==> config.mk <==
export PLATFORM = sky130hd
export DESIGN_NAME = pipe_hazard_ctrl_flat
export DESIGN_NICKNAME = d
export VERILOG_FILES = /design/src/rtl/pipe_pkg.sv /design/src/rtl/pipe_hazard_ctrl_if.sv /design/src/rtl/pipe_hazard_ctrl_hz_detect.sv /design/src/rtl/pipe_hazard_ctrl.sv /design/src/flat_wrapper.sv
export SDC_FILE = /design/constraint.sdc
export NUM_CORES = 1
export LEC_CHECK = 0
export CAP_MARGIN = 20
export CELL_PAD_IN_SITES_DETAIL_PLACEMENT = 2
export CELL_PAD_IN_SITES_GLOBAL_PLACEMENT = 2
export CORE_MARGIN = 4
export CORE_UTILIZATION = 39
export CTS_CLUSTER_DIAMETER = 120
export DETAILED_ROUTE_END_ITERATION = 10
export DONT_BUFFER_PORTS = 1
export GPL_ROUTABILITY_DRIVEN = 1
export PLACE_DENSITY = 0.83
export SYNTH_ARGS = -nofsm -noshare
export SYNTH_HDL_FRONTEND = slang
export SYNTH_SLANG_ARGS = --single-unit
==> constraint.sdc <==
create_clock -name clk -period 3.65 [get_ports clk]
set_input_delay 0.73 -clock clk [delete_from_list [all_inputs] [get_ports clk]]
set_output_delay 0.73 -clock clk [all_outputs]
set_load 0.01 [all_outputs]
==> src/rtl/pipe_pkg.sv <==
// Shared definitions for the pipeline sequencer: opcodes, FSM state
// encodings and windowed-register decode helpers.
package pipe_pkg;

    localparam logic [3:0] OP_LOAD   = 4'b0000;
    localparam logic [3:0] OP_STORE  = 4'b0001;
    localparam logic [3:0] OP_BRANCH = 4'b0100;

    typedef enum logic [1:0] {
        ST_BOOT     = 2'd0,
        ST_RUN      = 2'd1,
        ST_MEM_WAIT = 2'd2,
        ST_HALT     = 2'd3
    } state_t;

    // Physical register = (2*window + field) mod 8; the 3-bit sum wraps naturally.
    function automatic logic [2:0] phys_reg(input logic [1:0] window, input logic [1:0] field);
        return {window, 1'b0} + {1'b0, field};
    endfunction

    // Loads and stores are the only instructions that touch data memory.
    function automatic logic is_mem_op(input logic [3:0] op);
        return (op == OP_LOAD) || (op == OP_STORE);
    endfunction

endpackage

==> src/rtl/pipe_hazard_ctrl_if.sv <==
// Pipeline-state inputs and pipeline-register controls of the hazard
// sequencer. The master side drives instructions and status, the slave
// side (the sequencer) drives enables, flushes and status outputs.
interface pipe_hazard_ctrl_if;

    logic [15:0] inst1;
    logic [15:0] inst2;
    logic [15:0] inst3;
    logic [1:0]  window1;
    logic [1:0]  window2;
    logic        br_taken;
    logic        mem_busy;
    logic        perf_clr;

    logic        pc_we;
    logic        ifid_we;
    logic        ifid_flush;
    logic        idex_we;
    logic        idex_flush;
    logic        exmem_we;
    logic        memwb_flush;
    logic        halted;
    logic        mem_err;
    logic [1:0]  state;
    logic [15:0] stall_cnt;
    logic [15:0] flush_cnt;

    modport master (
        output inst1, inst2, inst3, window1, window2, br_taken, mem_busy, perf_clr,
        input  pc_we, ifid_we, ifid_flush, idex_we, idex_flush, exmem_we, memwb_flush,
               halted, mem_err, state, stall_cnt, flush_cnt
    );

    modport slave (
        input  inst1, inst2, inst3, window1, window2, br_taken, mem_busy, perf_clr,
        output pc_we, ifid_we, ifid_flush, idex_we, idex_flush, exmem_we, memwb_flush,
               halted, mem_err, state, stall_cnt, flush_cnt
    );

endinterface

==> src/rtl/pipe_hazard_ctrl_hz_detect.sv <==
// Load-use hazard decode: a load in EX whose destination (Rx) is a
// source of the instruction in ID. Purely combinational.
module hz_detect
    import pipe_pkg::*;
(
    input  logic [15:0] inst1,
    input  logic [1:0]  window1,
    input  logic [15:0] inst2,
    input  logic [1:0]  window2,
    output logic        ld_use
);

    logic [3:0] op1;
    logic       reads_rx;
    logic       reads_ry;
    logic       inst2_load;
    logic [2:0] rx1;
    logic [2:0] ry1;
    logic [2:0] rx2;
    logic       unused_bits;

    assign op1        = inst1[15:12];
    // ALU, store and branch read both fields; a load reads only its base Ry.
    assign reads_rx   = inst1[15] | (op1 == OP_STORE) | (op1 == OP_BRANCH);
    assign reads_ry   = reads_rx | (op1 == OP_LOAD);
    assign inst2_load = (inst2[15:12] == OP_LOAD);

    assign rx1 = phys_reg(window1, inst1[11:10]);
    assign ry1 = phys_reg(window1, inst1[9:8]);
    assign rx2 = phys_reg(window2, inst2[11:10]);

    assign ld_use = inst2_load & ((reads_rx & (rx1 == rx2)) | (reads_ry & (ry1 == rx2)));

    assign unused_bits = ^{inst1[7:0], inst2[9:0]};

endmodule

==> src/rtl/pipe_hazard_ctrl.sv <==
// Pipeline sequencer: load-use stalls, taken-branch flushes, data-memory
// wait freeze and memory-timeout halt for the 16-bit windowed core.
// Optional performance counters are built when PIPE_PERF_CNT_EN is defined.
module pipe_hazard_ctrl
    import pipe_pkg::*;
#(
    parameter int BOOT_CYCLES = 4,
    parameter int MEM_TIMEOUT = 8
) (
    input  logic             clk,
    input  logic             rst,
    pipe_hazard_ctrl_if.slave bus
);

    localparam logic [15:0] BOOT_LAST = 16'(BOOT_CYCLES - 1);
    localparam logic [15:0] WAIT_LAST = 16'(MEM_TIMEOUT - 1);
    localparam bit          WDOG_EN   = (MEM_TIMEOUT != 0);

    state_t      state_q, state_d;
    logic [15:0] boot_cnt;
    logic [15:0] wait_cnt;
    logic        ld_use;
    logic        inst1_taken;
    logic        inst3_mem;
    logic        r_pc_we, r_ifid_we, r_ifid_flush, r_idex_flush;
    logic        pc_we, ifid_we, ifid_flush, idex_we, idex_flush, exmem_we, memwb_flush;
    logic        halted, mem_err;
    logic        wait_clr, wait_inc, br_flush;
    logic        unused_inst3;

    hz_detect u_hz (
        .inst1   (bus.inst1),
        .window1 (bus.window1),
        .inst2   (bus.inst2),
        .window2 (bus.window2),
        .ld_use  (ld_use)
    );

    assign inst1_taken  = (bus.inst1[15:12] == OP_BRANCH) & bus.br_taken;
    assign inst3_mem    = is_mem_op(bus.inst3[15:12]);
    assign unused_inst3 = ^bus.inst3[11:0];

    // Non-freeze controls: load-use stall beats a taken branch, so a branch
    // waiting on a load is flushed only once it is re-evaluated.
    always_comb begin
        r_pc_we      = 1'b1;
        r_ifid_we    = 1'b1;
        r_ifid_flush = 1'b0;
        r_idex_flush = 1'b0;
        if (ld_use) begin
            r_pc_we      = 1'b0;
            r_ifid_we    = 1'b0;
            r_idex_flush = 1'b1;
        end else if (inst1_taken) begin
            r_ifid_flush = 1'b1;
        end
    end

    // State register.
    always_ff @(posedge clk or posedge rst) begin
        if (rst) state_q <= ST_BOOT;
        else     state_q <= state_d;
    end

    // Boot-length and memory-wait counters.
    always_ff @(posedge clk or posedge rst) begin
        if (rst) begin
            boot_cnt <= '0;
            wait_cnt <= '0;
        end else begin
            if (state_q == ST_BOOT) boot_cnt <= boot_cnt + 16'd1;
            if (wait_clr)           wait_cnt <= '0;
            else if (wait_inc)      wait_cnt <= wait_cnt + 16'd1;
        end
    end

    // Next-state and pipeline-control decode.
    always_comb begin
        state_d     = state_q;
        pc_we       = 1'b0;
        ifid_we     = 1'b0;
        ifid_flush  = 1'b0;
        idex_we     = 1'b0;
        idex_flush  = 1'b0;
        exmem_we    = 1'b0;
        memwb_flush = 1'b0;
        halted      = 1'b0;
        mem_err     = 1'b0;
        wait_clr    = 1'b0;
        wait_inc    = 1'b0;
        br_flush    = 1'b0;
        case (state_q)
            ST_BOOT: begin
                ifid_flush  = 1'b1;
                idex_flush  = 1'b1;
                memwb_flush = 1'b1;
                if (boot_cnt == BOOT_LAST) state_d = ST_RUN;
            end
            ST_RUN, ST_MEM_WAIT: begin
                // In RUN the freeze starts on a memory op; once waiting, busy alone holds it.
                if (bus.mem_busy && (inst3_mem || state_q == ST_MEM_WAIT)) begin
                    memwb_flush = 1'b1;
                    if (state_q == ST_RUN) begin
                        state_d  = ST_MEM_WAIT;
                        wait_clr = 1'b1;
                    end else begin
                        wait_inc = 1'b1;
                        if (WDOG_EN && wait_cnt == WAIT_LAST) state_d = ST_HALT;
                    end
                end else begin
                    pc_we      = r_pc_we;
                    ifid_we    = r_ifid_we;
                    ifid_flush = r_ifid_flush;
                    idex_we    = 1'b1;
                    idex_flush = r_idex_flush;
                    exmem_we   = 1'b1;
                    br_flush   = r_ifid_flush;
                    state_d    = ST_RUN;
                end
            end
            ST_HALT: begin
                halted  = 1'b1;
                mem_err = 1'b1;
            end
            default: state_d = ST_BOOT;
        endcase
    end

    assign bus.pc_we       = pc_we;
    assign bus.ifid_we     = ifid_we;
    assign bus.ifid_flush  = ifid_flush;
    assign bus.idex_we     = idex_we;
    assign bus.idex_flush  = idex_flush;
    assign bus.exmem_we    = exmem_we;
    assign bus.memwb_flush = memwb_flush;
    assign bus.halted      = halted;
    assign bus.mem_err     = mem_err;
    assign bus.state       = state_q;

`ifdef PIPE_PERF_CNT_EN
    logic [15:0] stall_q;
    logic [15:0] flush_q;
    logic        stall_evt;

    function automatic logic [15:0] sat_inc(input logic [15:0] v);
        return (v == 16'hFFFF) ? v : v + 16'd1;
    endfunction

    assign stall_evt = ((state_q == ST_RUN) || (state_q == ST_MEM_WAIT)) && !pc_we;

    // Saturating stall/flush counters; a clear overrides a same-cycle increment.
    always_ff @(posedge clk or posedge rst) begin
        if (rst) begin
            stall_q <= '0;
            flush_q <= '0;
        end else if (bus.perf_clr) begin
            stall_q <= '0;
            flush_q <= '0;
        end else begin
            if (stall_evt) stall_q <= sat_inc(stall_q);
            if (br_flush)  flush_q <= sat_inc(flush_q);
        end
    end

    assign bus.stall_cnt = stall_q;
    assign bus.flush_cnt = flush_q;
`else
    logic unused_perf;
    assign unused_perf   = bus.perf_clr ^ br_flush;
    assign bus.stall_cnt = '0;
    assign bus.flush_cnt = '0;
`endif

endmodule

==> src/flat_wrapper.sv <==
// flat-port wrapper written by rule: the top's interface ports become plain ports
module pipe_hazard_ctrl_flat import pipe_pkg::*;
#(
    parameter int BOOT_CYCLES = 4,
    parameter int MEM_TIMEOUT = 8
)
  (clk, rst, bus_inst1, bus_inst2, bus_inst3, bus_window1, bus_window2, bus_br_taken, bus_mem_busy, bus_perf_clr, bus_pc_we, bus_ifid_we, bus_ifid_flush, bus_idex_we, bus_idex_flush, bus_exmem_we, bus_memwb_flush, bus_halted, bus_mem_err, bus_state, bus_stall_cnt, bus_flush_cnt);
  pipe_hazard_ctrl_if bus_i ();
  input  logic clk;
  input  logic rst;
  input wire logic [$bits(bus_i.inst1)-1:0] bus_inst1;
  input wire logic [$bits(bus_i.inst2)-1:0] bus_inst2;
  input wire logic [$bits(bus_i.inst3)-1:0] bus_inst3;
  input wire logic [$bits(bus_i.window1)-1:0] bus_window1;
  input wire logic [$bits(bus_i.window2)-1:0] bus_window2;
  input wire logic [$bits(bus_i.br_taken)-1:0] bus_br_taken;
  input wire logic [$bits(bus_i.mem_busy)-1:0] bus_mem_busy;
  input wire logic [$bits(bus_i.perf_clr)-1:0] bus_perf_clr;
  output wire logic [$bits(bus_i.pc_we)-1:0] bus_pc_we;
  output wire logic [$bits(bus_i.ifid_we)-1:0] bus_ifid_we;
  output wire logic [$bits(bus_i.ifid_flush)-1:0] bus_ifid_flush;
  output wire logic [$bits(bus_i.idex_we)-1:0] bus_idex_we;
  output wire logic [$bits(bus_i.idex_flush)-1:0] bus_idex_flush;
  output wire logic [$bits(bus_i.exmem_we)-1:0] bus_exmem_we;
  output wire logic [$bits(bus_i.memwb_flush)-1:0] bus_memwb_flush;
  output wire logic [$bits(bus_i.halted)-1:0] bus_halted;
  output wire logic [$bits(bus_i.mem_err)-1:0] bus_mem_err;
  output wire logic [$bits(bus_i.state)-1:0] bus_state;
  output wire logic [$bits(bus_i.stall_cnt)-1:0] bus_stall_cnt;
  output wire logic [$bits(bus_i.flush_cnt)-1:0] bus_flush_cnt;
  assign bus_i.inst1 = bus_inst1;
  assign bus_i.inst2 = bus_inst2;
  assign bus_i.inst3 = bus_inst3;
  assign bus_i.window1 = bus_window1;
  assign bus_i.window2 = bus_window2;
  assign bus_i.br_taken = bus_br_taken;
  assign bus_i.mem_busy = bus_mem_busy;
  assign bus_i.perf_clr = bus_perf_clr;
  assign bus_pc_we = bus_i.pc_we;
  assign bus_ifid_we = bus_i.ifid_we;
  assign bus_ifid_flush = bus_i.ifid_flush;
  assign bus_idex_we = bus_i.idex_we;
  assign bus_idex_flush = bus_i.idex_flush;
  assign bus_exmem_we = bus_i.exmem_we;
  assign bus_memwb_flush = bus_i.memwb_flush;
  assign bus_halted = bus_i.halted;
  assign bus_mem_err = bus_i.mem_err;
  assign bus_state = bus_i.state;
  assign bus_stall_cnt = bus_i.stall_cnt;
  assign bus_flush_cnt = bus_i.flush_cnt;
  pipe_hazard_ctrl #(.BOOT_CYCLES(BOOT_CYCLES), .MEM_TIMEOUT(MEM_TIMEOUT)) u_core (.clk(clk), .rst(rst), .bus(bus_i));
endmodule
; Word-level counts from Yosys, hierarchy flattened
; Cells that the tools add are included.
[word_totals]
ff_bits = 34
inputBits = 57
out_inout_bits = 43
wordCells = 67
[op_classes]
n_addsub = 5
n_eq_ne = 12
muxes = 28
n_bitwise = 8
n_reduce_logical = 11
[op_table]
columns = cell, n
row1 = adder 16 x 1 -> 16 bit (second input constant), 2
row2 = two-way mux 16 bit, 2
row3 = two-way mux 1 bit, 18
row4 = == test 16 x 2 -> 1 bit (second input constant), 1
row5 = == test 16 x 3 -> 1 bit (second input constant), 1
row6 = logical NOT 4 bit, 3
row7 = adder 3 x 2 -> 3 bit, 3
row8 = == test 4 x 1 -> 1 bit (second input constant), 2
row9 = two-way mux 2 bit, 4
row10 = == test 3 bit, 2
row11 = one-hot mux 1 bit (2 select lines), 3
row12 = bitwise AND 1 bit, 4
row13 = == test 2 bit (second input constant), 2
row14 = == test 4 x 3 -> 1 bit (second input constant), 1
row15 = != test 4 bit (second input constant), 1
row16 = OR 1 bit, 4
row17 = one-hot mux 2 bit (2 select lines), 1
row18 = nonzero test 2 bit, 2
row19 = AND reduction 3 bit, 1
row20 = == test 2 x 1 -> 1 bit (second input constant), 1
row21 = logical NOT 2 bit, 1
row22 = logical OR 1 bit, 2
row23 = != test 2 bit (second input constant), 1
row24 = OR reduction 2 bit, 1
row25 = logical AND 1 bit, 1

; Logic depth before layout (Yosys ltp)
; Gate-level depths: netlist of the first run.
[depth]
word_depth = 10
mapped_depth = 8
mapped_depth_nobuf = 7

; Hierarchy
; From an unflattened synthesis of the first run, not the netlist that was laid out.
[hier_totals]
hier_cells = 255
area_unflattened_um2 = 2394.8
[modules_own_cells]
columns = module, n_inst, cells_per_inst, area_each_um2, seq_area_each_um2
row1 = pipe_hazard_ctrl, 1, 235, 2218.4, 850.8
row2 = hz_detect, 1, 20, 176.4, 0.0

; Worst setup path after synthesis of the first run
; OpenSTA, ideal clock, no wires.
[synth_path]
path_kind = input to output
startpoint = input port bus_window2[0]
endpoint = output port bus_ifid_flush
arrival_ps = 2120
required_ps = 2920
setup_slack_ps = 800
path_stages = 6
n_path_buf = 0
path_cell_list = ha_1 > xor2_1 > xnor2_1 > xnor2_1 > o32ai_1 > o41ai_1
[synth_between]
elab_chain_len = 8
elab_cells_between_ends = 10
classes_between = 1 x add/sub / 2 x eq/ne / 3 x mux / 4 x bitwise
[synth_rtl]
columns = element, line
row1 = "start, declared", flat_wrapper.sv:15  ; input wire logic [$bits(bus_i.window2)-1:0] bus_window2;
row2 = adder 3 x 2 -> 3 bit (*), pipe_pkg.sv:18  ; return {window, 1'b0} + {1'b0, field};
row3 = == test 3 bit, pipe_hazard_ctrl_hz_detect.sv:32  ; assign ld_use = inst2_load & ((reads_rx & (rx1 == rx2)) | (reads_ry & (ry1 == rx2)));
row4 = bitwise AND 1 bit, pipe_hazard_ctrl_hz_detect.sv:32
row5 = OR 1 bit (*), pipe_hazard_ctrl_hz_detect.sv:32
row6 = bitwise AND 1 bit (*), pipe_hazard_ctrl_hz_detect.sv:32
row7 = two-way mux 1 bit (*), pipe_hazard_ctrl.sv:50  ; if (ld_use) begin
row8 = two-way mux 1 bit (*), pipe_hazard_ctrl.sv:101  ; if (bus.mem_busy && (inst3_mem || state_q == ST_MEM_WAIT)) begin
row9 = one-hot mux 1 bit (2 select lines) (*), pipe_hazard_ctrl.sv:92  ; case (state_q)
row10 = "end, declared", flat_wrapper.sv:21  ; output wire logic [$bits(bus_i.ifid_flush)-1:0] bus_ifid_flush;
; Mark *: on every way between the ends. The rest lies on a longest branch, timed or not.

; Worst setup path in the final report of the first run
; Ends and elaborated chain as after synthesis.

==> qor.yml, run 1 <==
drt:
  wl_met2_microns: 2690
  routedWlPerCell_microns: 16.9
  met3_length_microns: 155
  viasPerCell: 5.15
  drtIter0Drc: 55
  drt-pass1-iter-count: 3
  wl_microns: 5250
  vias: 1603
  final_antenna_net_count: 0
  top_layer_used: "met4"
  drc_errors: 0
  wl_met1_microns: 2310
critical_path:
  cpMaxStageDelayCell: "o41ai_1"
  critPathRequiredTime_ns: 2.92
  start_kind: "input port"
  cp_slowest_stage_delay_ns: 0.62
  crit_family: "compound AO/OA/AOI/OAI gates"
  endpoint_kind: "output pin"
  crit_type: "in2out"
  crit_arrival_ns: 2.27
  critPathMaxFanout: 3
  worst_path_most_repeated_cell: "xnor2_1"
  path_buf_inv: 0
  path_cells: "ha_1 > xor2_1 > xnor2_1 > xnor2_1 > o32ai_1 > o41ai_1"
synth:
  avgSynthCellArea_sq_um: 9.41
  ys_seq_area_share_pct: 38.0
  synthTopCellsByArea: "dfrtp_1 (38%), buf_4 (12%), xnor2_1 (11%)"
  yosysMostFrequentCell: "buf_4"
  ys.flop_type: "dfrtp_1"
  async_reset_ff_share_pct: 100
  yosys-top-cells-count: "buf_4 (35), dfrtp_1 (34), xnor2_1 (28), nor2_1 (24), nand2_1 (14)"
  synth_top_area_share_pct: 38.0
  yosysUniqueCellTypes: 43
  yosysTopAreaCell: "dfrtp_1"
  synthCells: 238
  synth_warnings: 0
  synth-seq-cells: 34
  netlist_area_sq_um: 2240
  synth_edf_count: 0
sta:
  finalCritPeriodShare_pct: 82.3
  maxSlewHeadroom_pct: 59.6
  fmax_mhz: 333
  hold_viol_final: 0
  whs_ns: 0.418
  layout_min_cycle_time_ns: 3.00
  fin_ws_ns: 0.648
  tns_ns: 0
  tightest_slew_ns: 0.598
  rsz0062_at_grt: "false"
  maxSlewViolCount: 0
  skew_ns: 0.0122
  setup_viol: 0
power_and_ir_drop:
  p_switching_mw: 0.254
  swShare_pct: 29.6
  p_leak_nw: 1.04
  power_frac_seq_pct: 49.2
  power_frac_clock_pct: 34.9
  internal_power_mw: 0.604
  power_density_nw_per_um2: 379
  comb_power_share_pct: 15.8
  ir_drop_mv: 0.153
floorplan:
  die_h_microns: 83.8
  num_rows: 27
  core_sq_um: 5540
  pin_count: 100
  die_area_sq_um: 7020
  start_util_pct: 40.4
  die_w_microns: 83.8
run_status:
  status: "finished, final reports clean"
global_routing:
  grt_pass1_vias: 1757
  grt_pass1_wl_microns: 8910
  antenna_found_initial: 0
  track_usage_pct: 15.7
  grt-ovfl-total: 0
  grt_max_degree: 35
cts:
  cts_sinks: 34
  cts_max_path_buffers: 2
  post-cts-setup-buffer-count: 0
  cts.clk_slew.worst_paths_ns: 0.08
  ctsResizeCount: 0
  clkLatencyLatePin_ns: 0.30
  numCtsBuffers: 5
  holdBufCountCts: 0
  clockRootBuffer: "clkbuf_8"
  htreeDepth: 2
  cts_tree: "done"
placed_design:
  portBuffers: 0
  dp_hpwl_microns: 4120
  dp_cells: 303
  place_ws_ns: 0.614
  gp_congestion: 0.767
cells_and_area:
  drive_gt1_share_pct: 5.86
  post-route-util_pct: 40.9
  seqCellArea_sq_um: 851
  syn_to_final_growth_pct: 1.12
  fillers: 631
  antennaDiodeCount: 0
  instances_no_fill: 311
  layout.nets: 305
  multi_input_area_sq_um: 1190
job:
  maxCapViolations: 0
worst_hold_path:
  hold_class: "in2async"
==> flip-flops by register name (all words and copies together), names as in the netlist <==
signal	cells
u_core.boot_cnt	16
u_core.wait_cnt	16
u_core.bus.state	2
==> final timing paths <==
path	from	endpoint	slack [ns]	cells after the start
max	bus_window2[0]	bus_ifid_flush	0.65	6
min	rst	u_core.boot_cnt[5]$_DFFE_PP0P_	0.42	2
max reg2reg	u_core.bus.state[0]$_DFFE_PP0P_	u_core.boot_cnt[13]$_DFFE_PP0P_	1.37	7
min reg2reg	u_core.boot_cnt[15]$_DFFE_PP0P_	u_core.boot_cnt[15]$_DFFE_PP0P_	0.48	1
max in group asynchronous	rst	u_core.boot_cnt[1]$_DFFE_PP0P_	2.91	2
min in group clk	u_core.boot_cnt[15]$_DFFE_PP0P_	u_core.boot_cnt[15]$_DFFE_PP0P_	0.48	1
==> layout by cell type, fill, tap and decap left out, drive strengths merged, types with 7 or more instances in the layout <==
master and n:
ha 10, nand2 14, dfrtp 34, nand4 7, xnor2 28, inv 9, nor2 24, nand3 8
conb 32, o21ai 9, clkbuf 7, nor4 7, nor3 10
==> worst reg2reg max path: stages, from the launching register on <==
cell	delay [ns]
dfrtp_1	0.49
inv_1	0.16
ha_1	0.38
nand4_1	0.27
nor3_1	0.44
nand2_1	0.16
nor2_1	0.16
xor2_1	0.15
==> through the flow <==
step,instance area [sq um],total power [mW]
2_1_floorplan,2360,0.561
3_5_place_dp,2170,0.566
5_1_grt,2260,0.904
4_1_cts,2260,0.870
3_3_place_gp,2170,0.553
6_report,2260,0.857
==> cells by family after synthesis <==
family	after synthesis	synth area share, %
and+or+nand+nor	86	20.6
buffers and inverters	48	14.0
xor gates and xnor gates	34	13.3
DFF	34	38.0
AOI/OAI and AO/OA	22	6.93
adders and majority gates	10	5.59
muxes	3	1.40
other	1	0.167
==> power by group through the flow <==
stage          logic [mW]  registers, mW  clock network (mW)
6_report            0.136          0.422               0.299
5_1_grt             0.152          0.425               0.327
4_1_cts             0.138          0.422               0.310
3_5_place_dp        0.137          0.429                   0
3_3_place_gp        0.126          0.427                   0
2_1_floorplan       0.139          0.422                   0
==> layout make-up <==
cell class,instances,share of cell area [%]
Clock buffer,7,3.81
Sequential cell,34,37.6
Tap cell,72,3.98
Multi-Input combinational cell,187,52.6
Inverter,9,1.49
Timing Repair Buffer,1,0.331
Clock inverter,1,0.221
==> routing by layer <==
metal  GRT usage, %  vias up
met1           18.8      809
met3           2.37        8
met5              0        -
li1               -      746
met2           27.8       40
met4           6.58        0
(Power assumes the default switching activity.)
==> run 2: changes to the inputs <==
- CORE_UTILIZATION: 39 -> 32
- PLACE_DENSITY: 0.83 -> 0.72
- clock period: 3.65 -> 2.5 ns (I/O delays scaled with it)
==> run 2 against run 1 <==
Effect of this change:
- first-iteration DRC count fell by 65%
- setup slack got worse by 0.52 ns
- flip-flop and latch count unchanged
- clock power rose by 45%
- largest power group unchanged
==> qor.yml, run 2 (same netlist as run 1, synthesis figures left out) <==
run_status:
  status: "finished, final reports clean"  # unchanged
power_and_ir_drop:
  power_density_nw_per_um2: 529  # was 379 nW/um^2
  swShare_pct: 29.1  # was 29.6%
  p_switching_mw: 0.363  # was 0.254 mW
  power_mw: 1.25  # was 0.857 mW
  ir_drop_mv: 0.180  # was 0.153 mV
  power_frac_seq_pct: 49.2  # about the same
  internal_power_mw: 0.885  # was 0.604 mW
  comb_power_share_pct: 16.0  # was 15.8%
  power_frac_clock_pct: 34.9  # about the same
  p_leak_nw: 1.07  # was 1.04 nW
global_routing:
  grt_max_degree: 35  # unchanged
  track_usage_pct: 13.4  # was 15.7%
  grt-ovfl-total: 0  # unchanged
  antenna_found_initial: 0  # unchanged
  grt_pass1_wl_microns: 9000  # was 8910 microns
  grt_pass1_vias: 1786  # was 1757
cts:
  cts_max_path_buffers: 2  # unchanged
  numCtsBuffers: 5  # unchanged
  cts_tree: "done"  # unchanged
  htreeDepth: 2  # unchanged
  holdBufCountCts: 0  # unchanged
  post-cts-setup-buffer-count: 0  # unchanged
  cts_sinks: 34  # unchanged
  clockRootBuffer: "clkbuf_8"  # unchanged
  ctsResizeCount: 3  # was 0
  cts.clk_slew.worst_paths_ns: 0.08  # about the same
  clkLatencyLatePin_ns: 0.29  # was 0.30 ns
placed_design:
  portBuffers: 0  # unchanged
  dp_hpwl_microns: 3940  # was 4120 microns
  gp_congestion: 0.715  # was 0.767
  dp_cells: 330  # was 303
  place_area_sq_um: 2230  # was 2170 sq um
cells_and_area:
  antennaDiodeCount: 0  # unchanged
  layout.nets: 308  # was 305
  fin_area_sq_um: 2360  # was 2260 sq um
  drive_gt1_share_pct: 10.3  # was 5.86%
  final_cell_mix: "dfrtp_1 (33), conb_1 (32), xnor2_1 (27)"  # was dfrtp_1 (34), conb_1 (32), xnor2_1 (28)
  post-route-util_pct: 34.7  # was 40.9%
  instances_no_fill: 338  # was 311
  syn_to_final_growth_pct: 5.31  # was 1.12%
  mostFrequentLayoutCell: "dfrtp_1"  # unchanged
job:
  maxCapViolations: 0  # unchanged
floorplan:
  num_rows: 30  # was 27
  core_sq_um: 6790  # was 5540 sq um
  die_w_microns: 91.7  # was 83.8 microns
  die_h_microns: 91.7  # was 83.8 microns
  pin_count: 100  # unchanged
  die_area_sq_um: 8400  # was 7020 sq um
  start_util_pct: 33.0  # was 40.4%
sta:
  maxSlewHeadroom_pct: 63.8  # was 59.6%
  setup_viol: 0  # unchanged
  maxSlewViolCount: 0  # unchanged
  finalCritPeriodShare_pct: 95.0
  hold_viol_final: 0  # unchanged
  rsz0062_at_grt: "false"  # unchanged
  layout_min_cycle_time_ns: 2.37
  tightest_slew_ns: 0.538  # was 0.598 ns
  fmax_mhz: 421
  skew_ns: 0.00847  # was 0.0122 ns
  tns_ns: 0  # unchanged
drt:
  routedWlPerCell_microns: 15.2  # was 16.9 microns
  vias: 1612  # was 1603
  wl_microns: 5130  # was 5250 microns
  drt-pass1-iter-count: 4  # was 3
  final_antenna_net_count: 0  # unchanged
  drc_errors: 0  # unchanged
  viasPerCell: 4.77  # was 5.15
  drtIter0Drc: 19  # was 55
critical_path:
  crit_type: "in2out"  # unchanged
  start_kind: "input port"  # unchanged
  critPathRequiredTime_ns: 2.00  # was 2.92 ns
  endpoint_kind: "output pin"  # unchanged
  critPathMaxFanout: 3  # unchanged
  crit_arrival_ns: 1.87  # was 2.27 ns
worst_hold_path:
  hold_class: "in2async"  # unchanged
[run 2: changes by cell type in the layout (fill, tap and decap cells not counted), sizes merged]
cell,before,now
clkinvlp,0,1
clkbuf,7,6
buf,1,4
[run 2: final timing paths]
check	start	to	cells after the start	slack, ns
min reg2reg	u_core.boot_cnt[15]$_DFFE_PP0P_	u_core.boot_cnt[15]$_DFFE_PP0P_	1	0.48
max in group asynchronous	rst	u_core.bus.state[0]$_DFFE_PP0P_	2	1.95
max reg2reg	u_core.bus.state[1]$_DFFE_PP0P_	u_core.bus.state[0]$_DFFE_PP0P_	7	0.38
max	bus_window2[0]	bus_ifid_flush	7	0.13
min	rst	u_core.wait_cnt[10]$_DFFE_PP0P_	2	0.20
min in group clk	u_core.boot_cnt[15]$_DFFE_PP0P_	u_core.boot_cnt[15]$_DFFE_PP0P_	1	0.48
[run 2: cell type report]
type,instances,area [sq um]
clock inverters,2,12.5
clock buffers,6,82.6
flip-flops and latches,34,852
multi-input cells,187,1230
well taps,96,120
fillers,776,4440
inverters,9,33.8
repair buffers,4,30.0
[run 2: critical path, cell delays in order]
cell	delay [ns]
ha_1	0.21
xor2_2	0.19
xnor2_2	0.18
xnor2_1	0.17
o32ai_2	0.14
o41ai_2	0.32
buf_4	0.17
[run 2: power groups by stage]
stage	clock [mW]	sequential, mW	combinational [mW]
floorplan	0	0.615	0.204
global placement	0	0.623	0.190
detailed placement	0	0.624	0.197
CTS	0.453	0.614	0.199
global route	0.482	0.621	0.225
finish	0.435	0.613	0.199
[run 2: metrics by stage]
stage          hold WS [ns]  setup slack [ns]
6_report              0.202             0.126
4_1_cts               0.224            0.0392
5_1_grt               0.259           0.00696
2_1_floorplan         0.443             0.110
3_3_place_gp          0.469            0.0157
3_5_place_dp          0.473          0.000885
[run 2: routing by layer]
layer  track usage (%)  wire length [microns]
met4              3.77                     53
met1              16.6                   2190
met2              22.7                   2620
met5                 0                      0
met3              3.53                    270
==> run 3: changes to the inputs <==
- CORE_UTILIZATION: 32 -> 34
- CTS_BUF_LIST: not set -> sky130_fd_sc_hd__clkbuf_8
- PLACE_DENSITY: 0.72 -> 0.76
==> run 3 against run 2 <==
Effect of this change:
- register-to-register slack improved by 0.08 ns
- clock power fell by 14%
- flip-flop and latch count did not move
- highest routed layer unchanged
- largest power group unchanged
- clock skew fell by 0.0044 ns
==> qor.yml, run 3 (same netlist as run 1, synthesis figures left out) <==
power_and_ir_drop:
  power_mw: 1.18  # was 1.25 mW
  ir_drop_mv: 0.190  # was 0.180 mV
  power_density_nw_per_um2: 511  # was 529 nW/um^2
  p_leak_nw: 1.07  # about the same
critical_path:
  crit_type: "in2out"  # unchanged
  critPathMaxFanout: 2  # was 3
  crit_arrival_ns: 1.89  # was 1.87 ns
  start_kind: "input port"  # unchanged
  endpoint_kind: "output pin"  # unchanged
  critPathRequiredTime_ns: 2.00  # about the same
run_status:
  status: "finished, final reports clean"  # unchanged
cts:
  cts_sinks: 34  # unchanged
  cts_max_path_buffers: 2  # unchanged
  cts_tree: "done"  # unchanged
  numCtsBuffers: 5  # unchanged
  clockRootBuffer: "clkbuf_8"  # unchanged
  clkLatencyLatePin_ns: 0.28  # was 0.29 ns
  htreeDepth: 2  # unchanged
  post-cts-setup-buffer-count: 0  # unchanged
  cts.clk_slew.worst_paths_ns: 0.07  # was 0.08 ns
global_routing:
  grt_max_degree: 35  # unchanged
  grt-ovfl-total: 0  # unchanged
  grt_pass1_wl_microns: 8150  # was 9000 microns
  antenna_found_initial: 0  # unchanged
  grt_pass1_vias: 1711  # was 1786
  track_usage_pct: 13.2  # was 13.4%
cells_and_area:
  fillers: 731  # was 776
  multi_input_area_sq_um: 1210  # was 1230 sq um
  mostFrequentLayoutCell: "dfrtp_1"  # unchanged
  seqCellArea_sq_um: 852  # unchanged
  final_cell_mix: "dfrtp_1 (33), conb_1 (32), xnor2_1 (28)"  # was dfrtp_1 (33), conb_1 (32), xnor2_1 (27)
  syn_to_final_growth_pct: 3.41  # was 5.31%
  drive_gt1_share_pct: 9.05  # was 10.3%
  layout.nets: 310  # was 308
  antennaDiodeCount: 0  # unchanged
floorplan:
  num_rows: 29  # was 30
  die_area_sq_um: 7950  # was 8400 sq um
  die_w_microns: 89.2  # was 91.7 microns
  start_util_pct: 35.1  # was 33.0%
  core_sq_um: 6390  # was 6790 sq um
  pin_count: 100  # unchanged
  die_h_microns: 89.2  # was 91.7 microns
drt:
  viasPerCell: 4.99  # was 4.77
  drt-pass1-iter-count: 2  # was 4
  final_antenna_net_count: 0  # unchanged
  wl_microns: 4940  # was 5130 microns
  vias: 1597  # was 1612
  routedWlPerCell_microns: 15.4  # was 15.2 microns
  drc_errors: 0  # unchanged
  drtIter0Drc: 48  # was 19
placed_design:
  portBuffers: 0  # unchanged
  gp_congestion: 0.719  # was 0.715
  dp_hpwl_microns: 3790  # was 3940 microns
sta:
  setup_viol: 0  # unchanged
  tightest_slew_ns: 0.519  # was 0.538 ns
  tns_ns: 0  # unchanged
  hold_viol_final: 0  # unchanged
  finalCritPeriodShare_pct: 95.7  # was 95.0%
  maxSlewHeadroom_pct: 65.1  # was 63.8%
  fmax_mhz: 418  # was 421 MHz
  rsz0062_at_grt: "false"  # unchanged
  maxSlewViolCount: 0  # unchanged
  layout_min_cycle_time_ns: 2.39  # was 2.37 ns
  skew_ns: 0.00408  # was 0.00847 ns
worst_hold_path:
  hold_class: "in2async"  # unchanged
job:
  maxCapViolations: 0  # unchanged
==> run 3: cell count changes in the layout (fill, tap and decap cells not counted) <==
| cell | before | now |
|---|---|---|
| buf_4 | 4 | 6 |
| clkinvlp_4 | 1 | 0 |
| xnor2_2 | 1 | 0 |
| nor2_1 | 24 | 23 |
| xor2_2 | 1 | 0 |
| inv_1 | 9 | 11 |
| clkinv_2 | 1 | 0 |
| xnor2_1 | 27 | 28 |
| clkbuf_8 | 6 | 5 |
| xor2_1 | 5 | 6 |
| ha_1 | 9 | 10 |
| ha_2 | 1 | 0 |
| nor2_2 | 0 | 1 |
==> run 3: repair_timing <==
action	4_1_cts	5_1_grt
gates resized for setup	0	5
hold buffers	0	0
setup endpoints to repair	0	3
==> run 3: worst max-delay path: stages <==
cell and delay [ns]:
ha_1 0.19, xor2_1 0.17, xnor2_1 0.24, xnor2_1 0.17, o32ai_2 0.12, o41ai_2 0.33
buf_4 0.18
==> run 3: cell type report <==
type / count / area share (%)
multi-input combinational: 187 / 52.3
sequential: 34 / 36.8
tap: 77 / 4.16
clock buffer: 5 / 2.97
timing repair buffer: 6 / 1.94
inverter: 9 / 1.46
clock inverter: 2 / 0.324
==> run 3: stage by stage <==
stage | area (sq um) | hold slack, ns | worst slack (ns) | cells | utilization (%)
detailed placement | 2220 | 0.486 | 0.0470 | 313 | 34.7
floorplan | 2360 | 0.443 | 0.110 | 269 | -
finish | 2320 | 0.208 | 0.107 | 320 | 36.3
global route | 2320 | 0.251 | 0.0131 | 320 | 36.3
CTS | 2290 | 0.219 | 0.0318 | 320 | 35.9
global placement | 2220 | 0.459 | 0.0974 | 313 | 34.7
==> run 3: final timing paths <==
path | cells past startpoint | to | start | slack (ns)
setup / recovery | 7 | bus_ifid_flush | bus_window2[0] | 0.11
setup reg to reg | 7 | u_core.bus.state[0]$_DFFE_PP0P_ | u_core.bus.state[1]$_DFFE_PP0P_ | 0.46
hold reg to reg | 1 | u_core.boot_cnt[15]$_DFFE_PP0P_ | u_core.boot_cnt[15]$_DFFE_PP0P_ | 0.49
hold / removal | 2 | u_core.wait_cnt[12]$_DFFE_PP0P_ | rst | 0.21
max in group asynchronous | 2 | u_core.bus.state[1]$_DFFE_PP0P_ | rst | 1.96
min in group clk | 1 | u_core.boot_cnt[15]$_DFFE_PP0P_ | u_core.boot_cnt[15]$_DFFE_PP0P_ | 0.49
==> run 3: per-layer routing <==
| metal | vias to the layer above | global-route usage [%] | wire length, microns |
|---|---|---|---|
| met1 | 782 | 17.5 | 2270 |
| met4 | 0 | 3.65 | 58 |
| met5 | - | 0 | 0 |
| li1 | 754 | - | - |
| met2 | 55 | 21.2 | 2310 |
| met3 | 6 | 3.87 | 306 |
==> run 3: report_power, final <==
part | internal (mW) | leakage [nW] | switching, mW
logic | 0.0817 | 0.560 | 0.116
registers | 0.581 | 0.463 | 0.0315
clock network | 0.184 | 0.0466 | 0.191
